<file path="src/rtl/aclk_ui_ctrl_pkg.sv">
// Shared types and BCD helpers for the aclock front-panel controller.
// States, digit types and time arithmetic used by the UI FSM.
package aclk_ui_ctrl_pkg;

    typedef enum logic [3:0] {
        IDLE     = 4'd0,
        SET_TH   = 4'd1,
        SET_TM   = 4'd2,
        COMMIT_T = 4'd3,
        SET_AH   = 4'd4,
        SET_AM   = 4'd5,
        COMMIT_A = 4'd6,
        SNZ_STOP = 4'd7,
        SNZ_LOAD = 4'd8
    } ui_state_e;

    typedef logic [1:0] bcd2_t;
    typedef logic [3:0] bcd4_t;

    typedef struct packed {
        bcd2_t h1;
        bcd4_t h0;
        bcd4_t m1;
        bcd4_t m0;
    } time_t;

    localparam int MAX_HOUR = 23;
    localparam int MAX_MIN  = 59;

    function automatic logic [4:0] hour_bin(input time_t t);
        return 5'(t.h1) * 5'd10 + 5'(t.h0);
    endfunction

    function automatic logic [5:0] min_bin(input time_t t);
        return 6'(t.m1) * 6'd10 + 6'(t.m0);
    endfunction

    // Tens digit of a binary value in 0..59.
    function automatic bcd4_t tens_of(input logic [5:0] v);
        bcd4_t r;
        if (v >= 6'd50)      r = 4'd5;
        else if (v >= 6'd40) r = 4'd4;
        else if (v >= 6'd30) r = 4'd3;
        else if (v >= 6'd20) r = 4'd2;
        else if (v >= 6'd10) r = 4'd1;
        else                 r = 4'd0;
        return r;
    endfunction

    function automatic bcd4_t ones_of(input logic [5:0] v);
        logic [5:0] r;
        r = v - 6'(tens_of(v)) * 6'd10;
        return r[3:0];
    endfunction

    function automatic time_t inc_hour(input time_t t);
        time_t r;
        r = t;
        if (hour_bin(t) == 5'(MAX_HOUR)) begin
            r.h1 = '0;
            r.h0 = '0;
        end else if (t.h0 == 4'd9) begin
            r.h1 = t.h1 + 2'd1;
            r.h0 = '0;
        end else begin
            r.h0 = t.h0 + 4'd1;
        end
        return r;
    endfunction

    function automatic time_t inc_min(input time_t t);
        time_t r;
        r = t;
        if (min_bin(t) == 6'(MAX_MIN)) begin
            r.m1 = '0;
            r.m0 = '0;
        end else if (t.m0 == 4'd9) begin
            r.m1 = t.m1 + 4'd1;
            r.m0 = '0;
        end else begin
            r.m0 = t.m0 + 4'd1;
        end
        return r;
    endfunction

endpackage

</file>
<file path="src/rtl/aclk_bcd_add_min.sv">
// Combinational BCD time plus up to 59 minutes, wrapping at 24h.
// Minute overflow carries one hour; 23:xx rolls to 00:xx.
module aclk_bcd_add_min
    import aclk_ui_ctrl_pkg::*;
(
    input  time_t      t,
    input  logic [5:0] n,
    output time_t      sum
);

    logic [6:0] m_sum;
    logic [5:0] m_bin;
    logic [4:0] h_bin;
    logic       carry;

    always_comb begin
        m_sum = 7'(min_bin(t)) + 7'(n);
        carry = m_sum > 7'(MAX_MIN);
        m_bin = carry ? 6'(m_sum - 7'd60) : m_sum[5:0];
        h_bin = hour_bin(t) + 5'(carry);
        if (h_bin > 5'(MAX_HOUR)) begin
            h_bin = '0;
        end
        sum.h1 = 2'(tens_of(6'(h_bin)));
        sum.h0 = ones_of(6'(h_bin));
        sum.m1 = tens_of(m_bin);
        sum.m0 = ones_of(m_bin);
    end

endmodule

</file>
<file path="src/rtl/aclk_ui_ctrl.sv">
// Front-panel FSM: edits time/alarm digits, issues load/stop strobes,
// and keeps a shadow of the programmed alarm for later editing.
module aclk_ui_ctrl
    import aclk_ui_ctrl_pkg::*;
#(
    parameter int TIMEOUT_CYC = 1000,
    parameter int SNOOZE_MIN  = 5
) (
    input  logic       clk,
    input  logic       reset,
    input  logic       btn_mode,
    input  logic       btn_inc,
    input  logic       btn_snooze,
    input  logic       Alarm,
    input  logic [1:0] cur_H1,
    input  logic [3:0] cur_H0,
    input  logic [3:0] cur_M1,
    input  logic [3:0] cur_M0,
    output logic [1:0] H_in1,
    output logic [3:0] H_in0,
    output logic [3:0] M_in1,
    output logic [3:0] M_in0,
    output logic       LD_time,
    output logic       LD_alarm,
    output logic       STOP_al,
    output logic [3:0] ui_state,
    output logic       busy
);

    localparam int CW = $clog2(TIMEOUT_CYC) + 1;

    ui_state_e     state, state_n;
    time_t         edit, edit_n;
    time_t         shadow, shadow_n;
    time_t         cur, snz_time;
    logic [CW-1:0] tcnt, tcnt_n;
    logic          any_btn, in_set, timeout;

    assign cur = {cur_H1, cur_H0, cur_M1, cur_M0};

    aclk_bcd_add_min u_snz_add (
        .t   (cur),
        .n   (6'(SNOOZE_MIN)),
        .sum (snz_time)
    );

    assign any_btn = btn_mode | btn_inc | btn_snooze;
    assign in_set  = state inside {SET_TH, SET_TM, SET_AH, SET_AM};
    assign timeout = (tcnt == CW'(TIMEOUT_CYC - 1)) && !any_btn;

    always_ff @(posedge clk) begin
        if (reset) begin
            state  <= IDLE;
            edit   <= '0;
            shadow <= '0;
            tcnt   <= '0;
        end else begin
            state  <= state_n;
            edit   <= edit_n;
            shadow <= shadow_n;
            tcnt   <= tcnt_n;
        end
    end

    always_comb begin
        state_n  = state;
        edit_n   = edit;
        shadow_n = shadow;
        unique case (state)
            IDLE: begin
                // Snooze wins over mode when both arrive together.
                if (btn_snooze && Alarm) begin
                    state_n = SNZ_STOP;
                end else if (btn_mode) begin
                    state_n = SET_TH;
                    edit_n  = cur;
                end
            end
            SET_TH, SET_AH: begin
                if (btn_mode) begin
                    state_n = (state == SET_TH) ? SET_TM : SET_AM;
                end else if (btn_inc) begin
                    edit_n = inc_hour(edit);
                end else if (timeout) begin
                    state_n = IDLE;
                end
            end
            SET_TM, SET_AM: begin
                if (btn_mode) begin
                    state_n = (state == SET_TM) ? COMMIT_T : COMMIT_A;
                end else if (btn_inc) begin
                    edit_n = inc_min(edit);
                end else if (timeout) begin
                    state_n = IDLE;
                end
            end
            COMMIT_T: begin
                state_n = SET_AH;
                edit_n  = shadow;
            end
            COMMIT_A, SNZ_LOAD: begin
                state_n  = IDLE;
                shadow_n = edit;
            end
            SNZ_STOP: begin
                state_n = SNZ_LOAD;
                edit_n  = snz_time;
            end
            default: begin
                state_n = IDLE;
            end
        endcase
        tcnt_n = (in_set && state_n == state && !any_btn) ? tcnt + CW'(1) : '0;
    end

    assign H_in1    = edit.h1;
    assign H_in0    = edit.h0;
    assign M_in1    = edit.m1;
    assign M_in0    = edit.m0;
    assign LD_time  = (state == COMMIT_T);
    assign LD_alarm = (state == COMMIT_A) || (state == SNZ_LOAD);
    assign STOP_al  = (state == SNZ_STOP);
    assign ui_state = state;
    assign busy     = (state != IDLE);

endmodule

</file>
<file path="config.mk">
export PLATFORM = sky130hd
export DESIGN_NAME = aclk_ui_ctrl
export DESIGN_NICKNAME = d
export VERILOG_FILES = /design/src/rtl/aclk_ui_ctrl_pkg.sv /design/src/rtl/aclk_bcd_add_min.sv /design/src/rtl/aclk_ui_ctrl.sv
export SDC_FILE = /design/constraint.sdc
export NUM_CORES = 1
export LEC_CHECK = 0
export BUFFER_PORTS_ARGS = -buffer_cell sky130_fd_sc_hd__buf_4
export CORE_MARGIN = 2
export CORE_UTILIZATION = 40
export DETAILED_ROUTE_END_ITERATION = 12
export GPL_ROUTABILITY_DRIVEN = 0
export GPL_TIMING_DRIVEN = 0
export SETUP_SLACK_MARGIN = 0.4
export SKIP_CTS_REPAIR_TIMING = 1
export SLEW_MARGIN = 15
export SYNTH_ARGS = -nofsm -noshare
export SYNTH_HDL_FRONTEND = slang
export SYNTH_SLANG_ARGS = --single-unit
</file>
<file path="constraint.sdc">
create_clock -name clk -period 5.8 [get_ports clk]
set_input_delay 0.87 -clock clk [delete_from_list [all_inputs] [get_ports clk]]
set_output_delay 0.87 -clock clk [all_outputs]
set_load 0.01 [all_outputs]
</file>
==> key figures, run 1 <==
Run status
  – Status: finished, final reports clean

Critical path
  – Startpoint of the worst register-to-register path: M_in1[0]
  – Crit. End Element: flop
  – R2R Path End: M_in1[3]
  – Crit path arrival time: around 5.4 ns
  – Reg-to-reg slack, setup: approximately 2.5 ns
  – Data required time at the worst endpoint: 5.97 ns
  – Startpoint class of the critical path: input pin
  – Type of the worst setup path: in -> reg
  – Critical path peak fanout: 6
  – Number of cells on the worst reg-to-reg path: 10

Detailed routing
  – 1st-pass router iterations: 4
  – WL/cell: about 15 um
  – Drt via density: around 5.5
  – Vias post-DR: between 3,000 and 4,000
  – Antenna-violating nets left: 0
  – Number of design rule violations left after detail routing: 0
  – First-iteration detailed-routing DRC count: between 100 and 150
  – Routed Wire Length: a little over 9000 um

Floorplanning
  – Core box area: about 8600 sq um
  – Floorplan row count: 34
  – Overall die area: approximately 9600 sq um
  – I/O pin total: 42
  – Initial core utilization: about two fifths
  – Die width: 98.10 um
  – Die Height: roughly 98 um

STA
  – Time the worst path needs with I/O delays and setup: roughly 5.3 ns
  – Hold Fails Final Rpt: 0
  – Final count of negative-setup-slack endpoints: 0
  – Period Utilization, post-route: roughly nine tenths
  – Least-Margin Pin Slew: between 0.8 and 0.9 ns
  – Unrepaired setup endpoints after global routing: true
  – Slew Limit Headroom: roughly 43%
  – Worst clock skew on the final layout: 0.01139 ns
  – Maximum achievable frequency: between 0.15 and 0.2 GHz
  – Final max-slew violation count: 0

Power and ir drop
  – Static Leak: about 1.7 nW
  – Total power consumption of the routed design: approximately 1.2 mW
  – Pwr/cell area: 288.4 nW/um^2
  – Worst IR drop on VDD: roughly 0.19 mV

Clocking
  – Number of sinks driven by the clock tree: 43
  – Root buffer cell: sky130_fd_sc_hd__clkbuf_8
  – Number of buffers added by the clock tree synthesis step: 5
  – Clock slew at the register clock pins of the worst setup and hold paths: 0.09 ns
  – TritonCTS clock tree: done
  – CTS max path bufs: 2
  – H-tree levels: 2
  – Clk_lat worst skew: approximately 0.3 ns

Global routing
  – Pin count of the biggest net entering global routing: 16
  – Wire length of the first global-routing pass: around 15,000 um
  – Global routing usage summed across all routing layers: about a fifth
  – Total overflow reported by the global router: 0
  – Antenna violations before repair: 0
  – Number of global-route vias before repair: between 3,000 and 4,000

Hold path
  – WHS Path Cells: 1
  – Hold path start: tcnt[0]
  – Terminating pin of the worst hold path: tcnt[0]
  – Worst Hold Class: reg -> reg

Yosys
  – Library cell with the largest summed area after synthesis: sky130_fd_sc_hd__dfxtp_1
  – Top area cells in the synthesized netlist: sky130_fd_sc_hd__dfxtp_1 (24%), sky130_fd_sc_hd__ha_1 (11%), sky130_fd_sc_hd__nor2_1 (6.9%)
  – Main combinational cell family by area after synthesis: compound AO/OA/AOI/OAI gates
  – Number of enable flip-flop cells after synthesis: 0
  – Post-Syn Instances: 436
  – Register bit count reported by yosys: 43
  – Area share of fa/ha/maj cells after synthesis: between 10 and 15%
  – Count of warnings emitted by yosys: 0
  – Synth unique cells: 63
  – Most used standard cell by instance count after synthesis: sky130_fd_sc_hd__nor2_1
  – Fraction of registers with async set/reset: 0%
  – Primary flip-flop cell chosen by synthesis mapping: sky130_fd_sc_hd__dfxtp_1
  – Mux cell area share after synthesis: 5.087%
  – Synth Area in Compound Gates: approximately a fifth
  – Synthesized Nets: roughly 500
  – Area fraction of the dominant cell type after synthesis: about 24%
  – Share of the yosys chip area belonging to registers: ~24%
  – Cell Area, Synth: between 3000 and 4000 sq um
  – Top cells by instance count after synthesis: sky130_fd_sc_hd__nor2_1 (65), sky130_fd_sc_hd__dfxtp_1 (43), sky130_fd_sc_hd__a21oi_1 (36), sky130_fd_sc_hd__nand2_1 (36), sky130_fd_sc_hd__ha_1 (32)
  – Syn avg cell area: around 8 sq um
  – Simple-gate share of the synthesized area: 20.70%
  – Xor/xnor cell area share of the yosys netlist: about a tenth

Placed design
  – Input/output buffers: 40
  – Number of instances in the placed design: roughly 600
  – Cell Area, Placed: 3978 sq um
  – DP Wirelength: approximately 6900 um

Cells and area
  – Final non-filler cell area: 4255 sq um
  – Layout area overhead: 20.13%
  – Non-filler cells in the finished layout: 600
  – Final #Nets: 549
  – Fraction of final layout cells with drive strength greater than 1: between 10% and 20%
  – Fill cells: 890
  – Diodes inserted: 0
  – Utilization of the core after routing: about half

Run
  – Number of max-capacitance violations reported: 0
==> kinds of logic after synthesis <==
group | Yosys count
mux | 18
buf+inv | 32
xor+xnor | 36
simple gates | 159
flops | 43
compound gates | 109
fa+ha+maj | 39
==> flip-flops by register name, indices dropped and copies added (netlist names) <==
signal / flops
ui_state: 4
shadow: 14
H_in0: 4
H_in1: 2
M_in0: 4
M_in1: 4
tcnt: 11
==> routing by layer <==
metal | vias to the layer above | track usage [%] | part of all wire, %
met1 | 1549 | 25.50 | 45
met5 | - | 0 | 0
met4 | 0 | 4.060 | 1.5
met3 | 12 | 2.434 | 4.6
li1 | 1676 | - | -
met2 | 85 | 32.09 | 49
==> area by class of cell <==
cell class / count / area [sq um] / area share [%]
clock buffers: 5 / 68.82 / 1.617
flip-flops and latches: 43 / 860.8 / 20.23
inverters: 18 / 67.56 / 1.588
repair buffers: 48 / 360.3 / 8.468
clock inverters: 3 / 23.77 / 0.5587
multi-input cells: 361 / 2685 / 63.10
plain buffers: 14 / 53.80 / 1.264
well taps: 108 / 135.1 / 3.176
==> critical path: stages <==
cell	delay [ns]
sky130_fd_sc_hd__buf_4	0.13
sky130_fd_sc_hd__ha_2	0.20
sky130_fd_sc_hd__fa_2	0.43
sky130_fd_sc_hd__xor2_4	0.22
sky130_fd_sc_hd__buf_4	0.16
sky130_fd_sc_hd__xnor2_4	0.14
sky130_fd_sc_hd__ha_1	0.21
sky130_fd_sc_hd__nand2_1	0.09
sky130_fd_sc_hd__nand4_1	0.18
sky130_fd_sc_hd__o21ba_4	0.28
sky130_fd_sc_hd__xnor2_4	0.17
sky130_fd_sc_hd__and3_1	0.19
sky130_fd_sc_hd__or4_4	0.48
sky130_fd_sc_hd__and3_1	0.16
sky130_fd_sc_hd__ha_1	0.19
sky130_fd_sc_hd__fa_1	0.38
sky130_fd_sc_hd__xor2_1	0.19
sky130_fd_sc_hd__or4_1	0.49
sky130_fd_sc_hd__a31oi_1	0.19
sky130_fd_sc_hd__o41ai_1	0.09
==> cells in the final DEF (no fill, tap or decap), drive strengths merged, types with 6 or more instances in the layout <==
| cell | instances |
|---|---|
| mux2i | 18 |
| buf | 50 |
| a21o | 9 |
| fa | 6 |
| clkbuf | 17 |
| inv | 19 |
| nand3 | 14 |
| a21oi | 36 |
| xnor2 | 18 |
| o21ai | 21 |
| nor3 | 12 |
| nand2 | 37 |
| dfxtp | 43 |
| xor2 | 16 |
| ha | 32 |
| nor2 | 65 |
| nand4 | 7 |
==> power by group <==
part	switching, mW	internal [mW]
clock network	0.110	0.0861
registers	0.0393	0.315
logic	0.372	0.305
==> through the flow <==
step	hold slack [ns]	setup TNS (ns)	setup WS, ns
5_1_grt	0.4888	0	0.3232
3_3_place_gp	0.4352	-0.07360	-0.07360
2_1_floorplan	0.4179	0	0.4444
4_1_cts	0.4740	0	0.1935
6_report	0.4672	0	0.5370
3_5_place_dp	0.4596	-0.1710	-0.1249
==> worst max path at each step <==
stage          startpoint       end  cells after the start
2_1_floorplan   cur_M1[0]  H_in0[2]                     22
3_3_place_gp    cur_M1[0]  H_in0[2]                     23
3_5_place_dp    cur_M1[0]  H_in0[2]                     23
4_1_cts         cur_M1[0]  H_in0[2]                     23
5_1_grt         cur_M1[1]  H_in0[2]                     21
6_report        cur_M1[0]  M_in0[3]                     20
Note: power is estimated with default switching activity, not from simulation.
==> run 2, diff against run 1 <==
--- a/config.mk
+++ b/config.mk
@@ -6,14 +6,13 @@
 export NUM_CORES = 1
 export LEC_CHECK = 0
 export BUFFER_PORTS_ARGS = -buffer_cell sky130_fd_sc_hd__buf_4
-export CORE_MARGIN = 2
+export CORE_MARGIN = 10
 export CORE_UTILIZATION = 40
 export DETAILED_ROUTE_END_ITERATION = 12
 export GPL_ROUTABILITY_DRIVEN = 0
 export GPL_TIMING_DRIVEN = 0
 export SETUP_SLACK_MARGIN = 0.4
 export SKIP_CTS_REPAIR_TIMING = 1
-export SLEW_MARGIN = 15
 export SYNTH_ARGS = -nofsm -noshare
 export SYNTH_HDL_FRONTEND = slang
 export SYNTH_SLANG_ARGS = --single-unit
==> constraint.sdc (replaced) <==
create_clock -name clk -period 5.8 [get_ports clk]
set_input_delay 0 -clock clk [delete_from_list [all_inputs] [get_ports clk]]
set_output_delay 0 -clock clk [all_outputs]
set_load 0.01 [all_outputs]
==> run 2 against run 1 <==
  * Die area increased by 35%
  * Sequential cell count unchanged
  * Clock skew decreased by 0.0011 ns
  * Critical endpoint is now H_in0[2]
  * Non-clock buffer count shrank 8
  * First-iteration DRC count is 40% higher
==> key figures, run 2 (same netlist as run 1, synthesis figures left out) <==
Run status
  – Status: finished, final reports clean (unchanged)

Detailed routing
  – Antenna-violating nets left: 0 (unchanged)
  – WL/cell: 16.24 um (was 15.14 um)
  – Routed Wire Length: 9599 um (was 9082 um)
  – 1st-pass router iterations: 5 (was 4)
  – Drt via density: 5.602 (was 5.537)
  – Number of design rule violations left after detail routing: 0 (unchanged)
  – First-iteration detailed-routing DRC count: 201 (was 144)
  – Vias post-DR: 3,311 (was 3,322)

STA
  – Time the worst path needs with I/O delays and setup: 4.831 ns (was 5.263 ns)
  – Period Utilization, post-route: 83.29% (was 90.74%)
  – Maximum achievable frequency: 0.2070 GHz (was 0.1900 GHz)
  – Final count of negative-setup-slack endpoints: 0 (unchanged)
  – Fin Setup TNS: 0 ns (unchanged)
  – Unrepaired setup endpoints after global routing: false (was true)
  – Worst clock skew on the final layout: 0.01031 ns (was 0.01139 ns)
  – Final max-slew violation count: 0 (unchanged)
  – Hold Fails Final Rpt: 0 (unchanged)
  – Slew Limit Headroom: 24.11% (was 43.07%)
  – Least-Margin Pin Slew: 1.130 ns (was 0.8407 ns)

Floorplanning
  – Initial core utilization: 40.82% (was 41.02%)
  – Floorplan row count: 34 (unchanged)
  – Die Height: 114.1 um (was 98.10 um)
  – Core box area: 8678 sq um (was 8636 sq um)
  – I/O pin total: 42 (unchanged)
  – Overall die area: 13,020 sq um (was 9624 sq um)
  – Die width: 114.1 um (was 98.10 um)

Global routing
  – Total overflow reported by the global router: 0 (unchanged)
  – Antenna violations before repair: 0 (unchanged)
  – Number of global-route vias before repair: 3,266 (was 3,182)
  – Global routing usage summed across all routing layers: 14.69% (was 18.81%)
  – Pin count of the biggest net entering global routing: 13 (was 16)
  – Wire length of the first global-routing pass: 15,990 um (was 15,100 um)

Clocking
  – Number of buffers added by the clock tree synthesis step: 5 (unchanged)
  – Root buffer cell: sky130_fd_sc_hd__clkbuf_8 (unchanged)
  – Clk_lat worst skew: 0.31 ns (was 0.30 ns)
  – CTS max path bufs: 2 (unchanged)
  – H-tree levels: 2 (unchanged)
  – Number of sinks driven by the clock tree: 43 (unchanged)
  – TritonCTS clock tree: done (unchanged)
  – Clock slew at the register clock pins of the worst setup and hold paths: 0.08 ns (was 0.09 ns)

Critical path
  – Standard cell with the maximum stage delay on the critical path: sky130_fd_sc_hd__fa_1 (was sky130_fd_sc_hd__or4_1)
  – Delay contributed by the slowest stage of the critical path: 0.46 ns (was 0.49 ns)
  – Number of buffer and inverter stages on the critical path: 2 (unchanged)
  – Number of cells on the worst reg-to-reg path: 10 (unchanged)
  – Reg-to-reg slack, setup: 2.39 ns (was 2.48 ns)
  – Crit. End Element: flop (unchanged)
  – Type of the worst setup path: in -> reg (unchanged)
  – Data required time at the worst endpoint: 5.98 ns (was 5.97 ns)
  – Chain of cells forming the critical path: buf_4 > ha_1 > fa_1 > xor2_2 > xnor2_1 > ha_1 > nand2_1 > nand4_1 > o21ba_2 > inv_1 > ha_1 > fa_1 > a21o_1 > a21oi_1 > xor2_1 > nand2_1 > nor2_1 > o21ai_0 > fa_1 > a222oi_1 > a21oi_1 > a21oi_1 > nor2_1 (was buf_4 > ha_2 > fa_2 > xor2_4 > buf_4 > xnor2_4 > ha_1 > nand2_1 > nand4_1 > o21ba_4 > xnor2_4 > and3_1 > or4_4 > and3_1 > ha_1 > fa_1 > xor2_1 > or4_1 > a31oi_1 > o41ai_1)
  – R2R Path End: M_in1[3] (unchanged)
  – Critical path peak fanout: 6 (unchanged)
  – Startpoint of the worst register-to-register path: M_in1[0] (unchanged)
  – Delay-heaviest family, CP: adder cells (was simple AND/OR/NAND/NOR gates)
  – Crit path arrival time: 5.01 ns (was 5.44 ns)
  – Startpoint class of the critical path: input pin (unchanged)

Cells and area
  – Commonest cells after routing, fill and taps aside: sky130_fd_sc_hd__nor2_1 (65), sky130_fd_sc_hd__dfxtp_1 (43), sky130_fd_sc_hd__buf_4 (40) (was sky130_fd_sc_hd__nor2_1 (64), sky130_fd_sc_hd__buf_4 (48), sky130_fd_sc_hd__dfxtp_1 (43))
  – Fraction of final layout cells with drive strength greater than 1: 12.22% (was 18.29%)
  – Non-filler cells in the finished layout: 591 (was 600)
  – Leading cell type in the layout, fill and taps excluded: sky130_fd_sc_hd__nor2_1 (unchanged)
  – Largest register by flop count: shadow (unchanged)
  – Diodes inserted: 0 (unchanged)
  – Final non-filler cell area: 4080 sq um (was 4255 sq um)
  – Layout area overhead: 15.19% (was 20.13%)
  – Final #Nets: 541 (was 549)
  – Largest registers in the final layout: shadow: 14 flops, tcnt: 11 flops (unchanged)
  – Max reg flops: 14 (unchanged)

Placed design
  – DP Wirelength: 7465 um (was 6932 um)
  – Cell Area, Placed: 3978 sq um (unchanged)
  – Input/output buffers: 40 (unchanged)
  – Number of instances in the placed design: 584 (unchanged)

Hold path
  – Hold path start: cur_M0[3] (was tcnt[0])
  – Terminating pin of the worst hold path: M_in0[3] (was tcnt[0])
  – WHS Path Cells: 3 (was 1)
  – Worst Hold Class: in -> reg (was reg -> reg)

Power and ir drop
  – Static Leak: 1.691 nW (was 1.745 nW)
  – Pwr/cell area: 293.0 nW/um^2 (was 288.4 nW/um^2)
  – Worst IR drop on VDD: 0.1237 mV (was 0.1902 mV)

Run
  – Number of max-capacitance violations reported: 0 (unchanged)
-- run 2: worst max path at each step --
| stage | cells after the start | from | slack (ns) | to |
|---|---|---|---|---|
| after CTS | 23 | cur_M1[0] | 0.98 | H_in0[2] |
| after global placement | 23 | cur_M1[0] | 0.74 | H_in0[2] |
| after floorplan | 22 | cur_M1[0] | 1.31 | H_in0[2] |
| final | 23 | cur_M1[0] | 0.97 | H_in0[2] |
| after detailed placement | 23 | cur_M1[0] | 0.64 | H_in0[2] |
| after global routing | 23 | cur_M1[0] | 0.55 | H_in0[2] |
-- run 2: where the power goes --
| part | total [mW] | switching [mW] | internal, mW |
|---|---|---|---|
| Combinational | 0.607 | 0.349 | 0.258 |
| Clock | 0.232 | 0.105 | 0.126 |
| Sequential | 0.357 | 0.0419 | 0.315 |
-- run 2: per-stage QoR --
step | utilization (%) | power [mW] | worst slack (ns) | hold WS (ns)
after CTS | 47.02 | 1.206 | 0.9839 | 0.02279
after detailed placement | 45.83 | 0.9701 | 0.6438 | 0.3425
after global placement | 45.83 | 0.9529 | 0.7384 | 0.3439
final | 47.02 | 1.196 | 0.9692 | 0.02824
after global routing | 47.02 | 1.291 | 0.5540 | 0.03152
after floorplan | - | 0.7927 | 1.314 | 0.1902
-- run 2: metal layers --
metal  global-route usage, %  share of wire (%)
met4                   4.845                1.4
met5                       0                  0
met1                   19.09                 47
met2                   23.88                 47
met3                   2.673                4.7
-- run 2: worst reg2reg max path, stage by stage (launching register included) --
cell and delay, ns:
sky130_fd_sc_hd__dfxtp_1 0.52, sky130_fd_sc_hd__ha_1 0.24, sky130_fd_sc_hd__inv_1 0.06, sky130_fd_sc_hd__fa_1 0.37
sky130_fd_sc_hd__xnor2_1 0.16, sky130_fd_sc_hd__nand4_1 0.12, sky130_fd_sc_hd__o311ai_1 0.81, sky130_fd_sc_hd__a31o_2 0.28
sky130_fd_sc_hd__nand3_1 0.28, sky130_fd_sc_hd__or2_2 0.40, sky130_fd_sc_hd__a21oi_1 0.11
-- run 2: area by class of cell --
cell class	count	area (sq um)
inverters	18	67.56
repair buffers	40	300.3
plain buffers	14	53.80
clock buffers	6	72.57
well taps	108	135.1
multi-input cells	361	2560
fillers	903	4598
clock inverters	1	30.03
flip-flops and latches	43	860.8
==> run 3, diff against run 2 <==
==> constraint.sdc (replaced) <==
create_clock -name clk -period 4.4 [get_ports clk]
set_input_delay 0 -clock clk [delete_from_list [all_inputs] [get_ports clk]]
set_output_delay 0 -clock clk [all_outputs]
set_load 0.01 [all_outputs]
==> run 3 against run 2 <==
  * Via count increased by 3.3%
  * Sequential share of layout area down 2.2 points
  * First-iteration DRC count fell by 28%
  * Setup slack lost 0.93 ns
  * Sequential power increased by 31%
  * Wire length grew 2.3%
  * Critical path depth is 2 lower
  * Critical endpoint is now M_in0[3]
  * Largest power group unchanged
  * Highest routed layer unchanged
==> key figures, run 3 (same netlist as run 1, synthesis figures left out) <==
Detailed routing
  – Routed Wire Length: 9822 um (was 9599 um)
  – 1st-pass router iterations: 5 (unchanged)
  – WL/cell: 16.00 um (was 16.24 um)
  – Antenna-violating nets left: 0 (unchanged)
  – First-iteration detailed-routing DRC count: 145 (was 201)
  – Vias post-DR: 3,420 (was 3,311)
  – Number of design rule violations left after detail routing: 0 (unchanged)
  – Drt via density: 5.570 (was 5.602)

STA
  – Slew Limit Headroom: 25.27% (was 24.11%)
  – Maximum achievable frequency: 0.2292 GHz
  – Final count of negative-setup-slack endpoints: 0 (unchanged)
  – Worst clock skew on the final layout: 0.01107 ns (was 0.01031 ns)
  – Least-Margin Pin Slew: 1.112 ns (was 1.130 ns)
  – Hold Fails Final Rpt: 0 (unchanged)
  – Fin Setup TNS: 0 ns (unchanged)
  – Worst hold slack: 0.06859 ns (was 0.02824 ns)
  – Time the worst path needs with I/O delays and setup: roughly 4.4 ns
  – Period Utilization, post-route: between 90 and 100%
  – Unrepaired setup endpoints after global routing: true (was false)
  – Final max-slew violation count: 0 (unchanged)

Critical path
  – Startpoint class of the critical path: input pin (unchanged)
  – Delay contributed by the slowest stage of the critical path: 0.55 ns (was 0.46 ns)
  – Reg-to-reg slack, setup: 1.04 ns (was 2.39 ns)
  – Number of cells on the worst reg-to-reg path: 10 (unchanged)
  – Chain of cells forming the critical path: buf_4 > ha_4 > ha_4 > xor2_4 > buf_4 > o21ai_2 > xnor3_2 > nand4_1 > buf_4 > nor3_4 > or2_1 > buf_6 > and3_4 > or4_4 > and3_4 > ha_4 > fa_2 > xor2_2 > or4_4 > a31oi_4 > o41ai_2 (was buf_4 > ha_1 > fa_1 > xor2_2 > xnor2_1 > ha_1 > nand2_1 > nand4_1 > o21ba_2 > inv_1 > ha_1 > fa_1 > a21o_1 > a21oi_1 > xor2_1 > nand2_1 > nor2_1 > o21ai_0 > fa_1 > a222oi_1 > a21oi_1 > a21oi_1 > nor2_1)
  – Startpoint of the worst register-to-register path: M_in1[0] (unchanged)
  – Crit path arrival time: 4.53 ns (was 5.01 ns)
  – Data required time at the worst endpoint: 4.57 ns (was 5.98 ns)
  – Critical path peak fanout: 7 (was 6)
  – Standard cell with the maximum stage delay on the critical path: sky130_fd_sc_hd__or4_4 (was sky130_fd_sc_hd__fa_1)
  – Crit. End Element: flop (unchanged)
  – R2R Path End: M_in1[3] (unchanged)
  – Type of the worst setup path: in -> reg (unchanged)

Clocking
  – Clock slew at the register clock pins of the worst setup and hold paths: 0.09 ns (was 0.08 ns)
  – Number of buffers added by the clock tree synthesis step: 5 (unchanged)
  – CTS max path bufs: 2 (unchanged)
  – Number of sinks driven by the clock tree: 43 (unchanged)
  – H-tree levels: 2 (unchanged)
  – Clk_lat worst skew: 0.30 ns (was 0.31 ns)
  – Root buffer cell: sky130_fd_sc_hd__clkbuf_8 (unchanged)
  – TritonCTS clock tree: done (unchanged)

Cells and area
  – Non-filler cells in the finished layout: 614 (was 591)
  – Fraction of final layout cells with drive strength greater than 1: 24.31% (was 12.22%)
  – Commonest cells after routing, fill and taps aside: sky130_fd_sc_hd__nor2_1 (63), sky130_fd_sc_hd__buf_4 (58), sky130_fd_sc_hd__dfxtp_1 (43) (was sky130_fd_sc_hd__nor2_1 (65), sky130_fd_sc_hd__dfxtp_1 (43), sky130_fd_sc_hd__buf_4 (40))
  – Largest registers in the final layout: shadow: 14 flops, tcnt: 11 flops (unchanged)
  – Final #Nets: 563 (was 541)
  – Layout area overhead: 28.61% (was 15.19%)
  – Largest register by flop count: shadow (unchanged)
  – Max reg flops: 14 (unchanged)
  – Diodes inserted: 0 (unchanged)
  – Leading cell type in the layout, fill and taps excluded: sky130_fd_sc_hd__nor2_1 (unchanged)
  – Fill cells: 845 (was 903)

Floorplanning
  – Overall die area: 13,020 sq um (unchanged)
  – Die width: 114.1 um (unchanged)
  – I/O pin total: 42 (unchanged)
  – Die Height: 114.1 um (unchanged)
  – Core box area: 8678 sq um (unchanged)
  – Floorplan row count: 34 (unchanged)
  – Initial core utilization: 40.82% (unchanged)

Global routing
  – Antenna violations before repair: 0 (unchanged)
  – Global routing usage summed across all routing layers: 14.30% (was 14.69%)
  – Wire length of the first global-routing pass: 15,610 um (was 15,990 um)
  – Pin count of the biggest net entering global routing: 15 (was 13)
  – Total overflow reported by the global router: 0 (unchanged)
  – Grt peak-use layer: met2 (unchanged)
  – Met3 track utilization from global routing: 2.306% (was 2.673%)
  – Number of global-route vias before repair: 3,272 (was 3,266)
  – Global routing usage on met1: 18.15% (was 19.09%)
  – Met2 Track Usage GR: 24.34% (was 23.88%)

Power and ir drop
  – Pwr/cell area: 406.5 nW/um^2 (was 293.0 nW/um^2)
  – Static Leak: 1.866 nW (was 1.691 nW)
  – Worst IR drop on VDD: 0.1566 mV (was 0.1237 mV)

Run
  – Number of max-capacitance violations reported: 0 (unchanged)

Placed design
  – Input/output buffers: 40 (unchanged)
  – DP Wirelength: 7460 um (was 7465 um)
  – Number of instances in the placed design: 584 (unchanged)

Hold path
  – WHS Path Cells: 3 (unchanged)
  – Worst Hold Class: in -> reg (unchanged)
  – Hold path start: btn_mode (was cur_M0[3])
  – Terminating pin of the worst hold path: ui_state[0] (was M_in0[3])

Run status
  – Status: finished, final reports clean (unchanged)
run 3: final cells by class:
type,instances,area (sq um),share of cell area (%)
inverters,18,67.56,1.483
flip-flops and latches,43,860.8,18.90
well taps,108,135.1,2.966
repair buffers,62,484.2,10.63
multi-input cells,361,2825,62.02
clock buffers,6,82.58,1.813
plain buffers,14,61.31,1.346
clock inverters,2,38.79,0.8514
run 3: through the flow:
stage	util, %	worst slack [ns]	power [mW]	instance area (sq um)
floorplan	-	0.1495	1.081	3652
global placement	47.10	-0.2934	1.289	4088
detailed placement	47.10	-0.3493	1.301	4088
CTS	48.50	-0.03896	1.638	4209
global route	52.49	-0.1064	1.979	4556
finish	52.49	0.03631	1.852	4556
run 3: worst max-delay path: cells and delay by family:
kind | cells | cell delay (ns)
XOR/XNOR | 3 | 0.74
adder cells (fa/ha/maj) | 4 | 1.05
AO/OA/AOI/OAI | 3 | 0.38
AND/OR/NAND/NOR | 7 | 1.80
buffers and inverters | 4 | 0.57
run 3: worst max path at each step:
stage	from	to	slack, ns	cells past startpoint
floorplan	cur_M1[0]	H_in0[2]	0.15	21
global placement	cur_M1[0]	H_in0[2]	-0.29	22
detailed placement	cur_M1[0]	H_in0[2]	-0.35	22
CTS	cur_M1[0]	H_in0[2]	-0.04	22
global route	cur_M1[0]	M_in0[3]	-0.11	18
finish	cur_M1[2]	M_in0[3]	0.04	21
run 3: power breakdown:
part	internal (mW)	switching (mW)	total [mW]	leakage, nW
combinational	0.500	0.549	1.05	1.46
sequential	0.415	0.0521	0.467	0.349
clock	0.187	0.149	0.336	0.0618
total	1.10	0.750	1.85	1.87
run 3: metal layers:
layer / vias up / part of all wire, % / wire [um]
met5: - / 0 / 0
met4: 0 / 0.83 / 82
met3: 7 / 4.6 / 455
met2: 87 / 49 / 4858
met1: 1620 / 45 / 4425
li1: 1706 / - / -
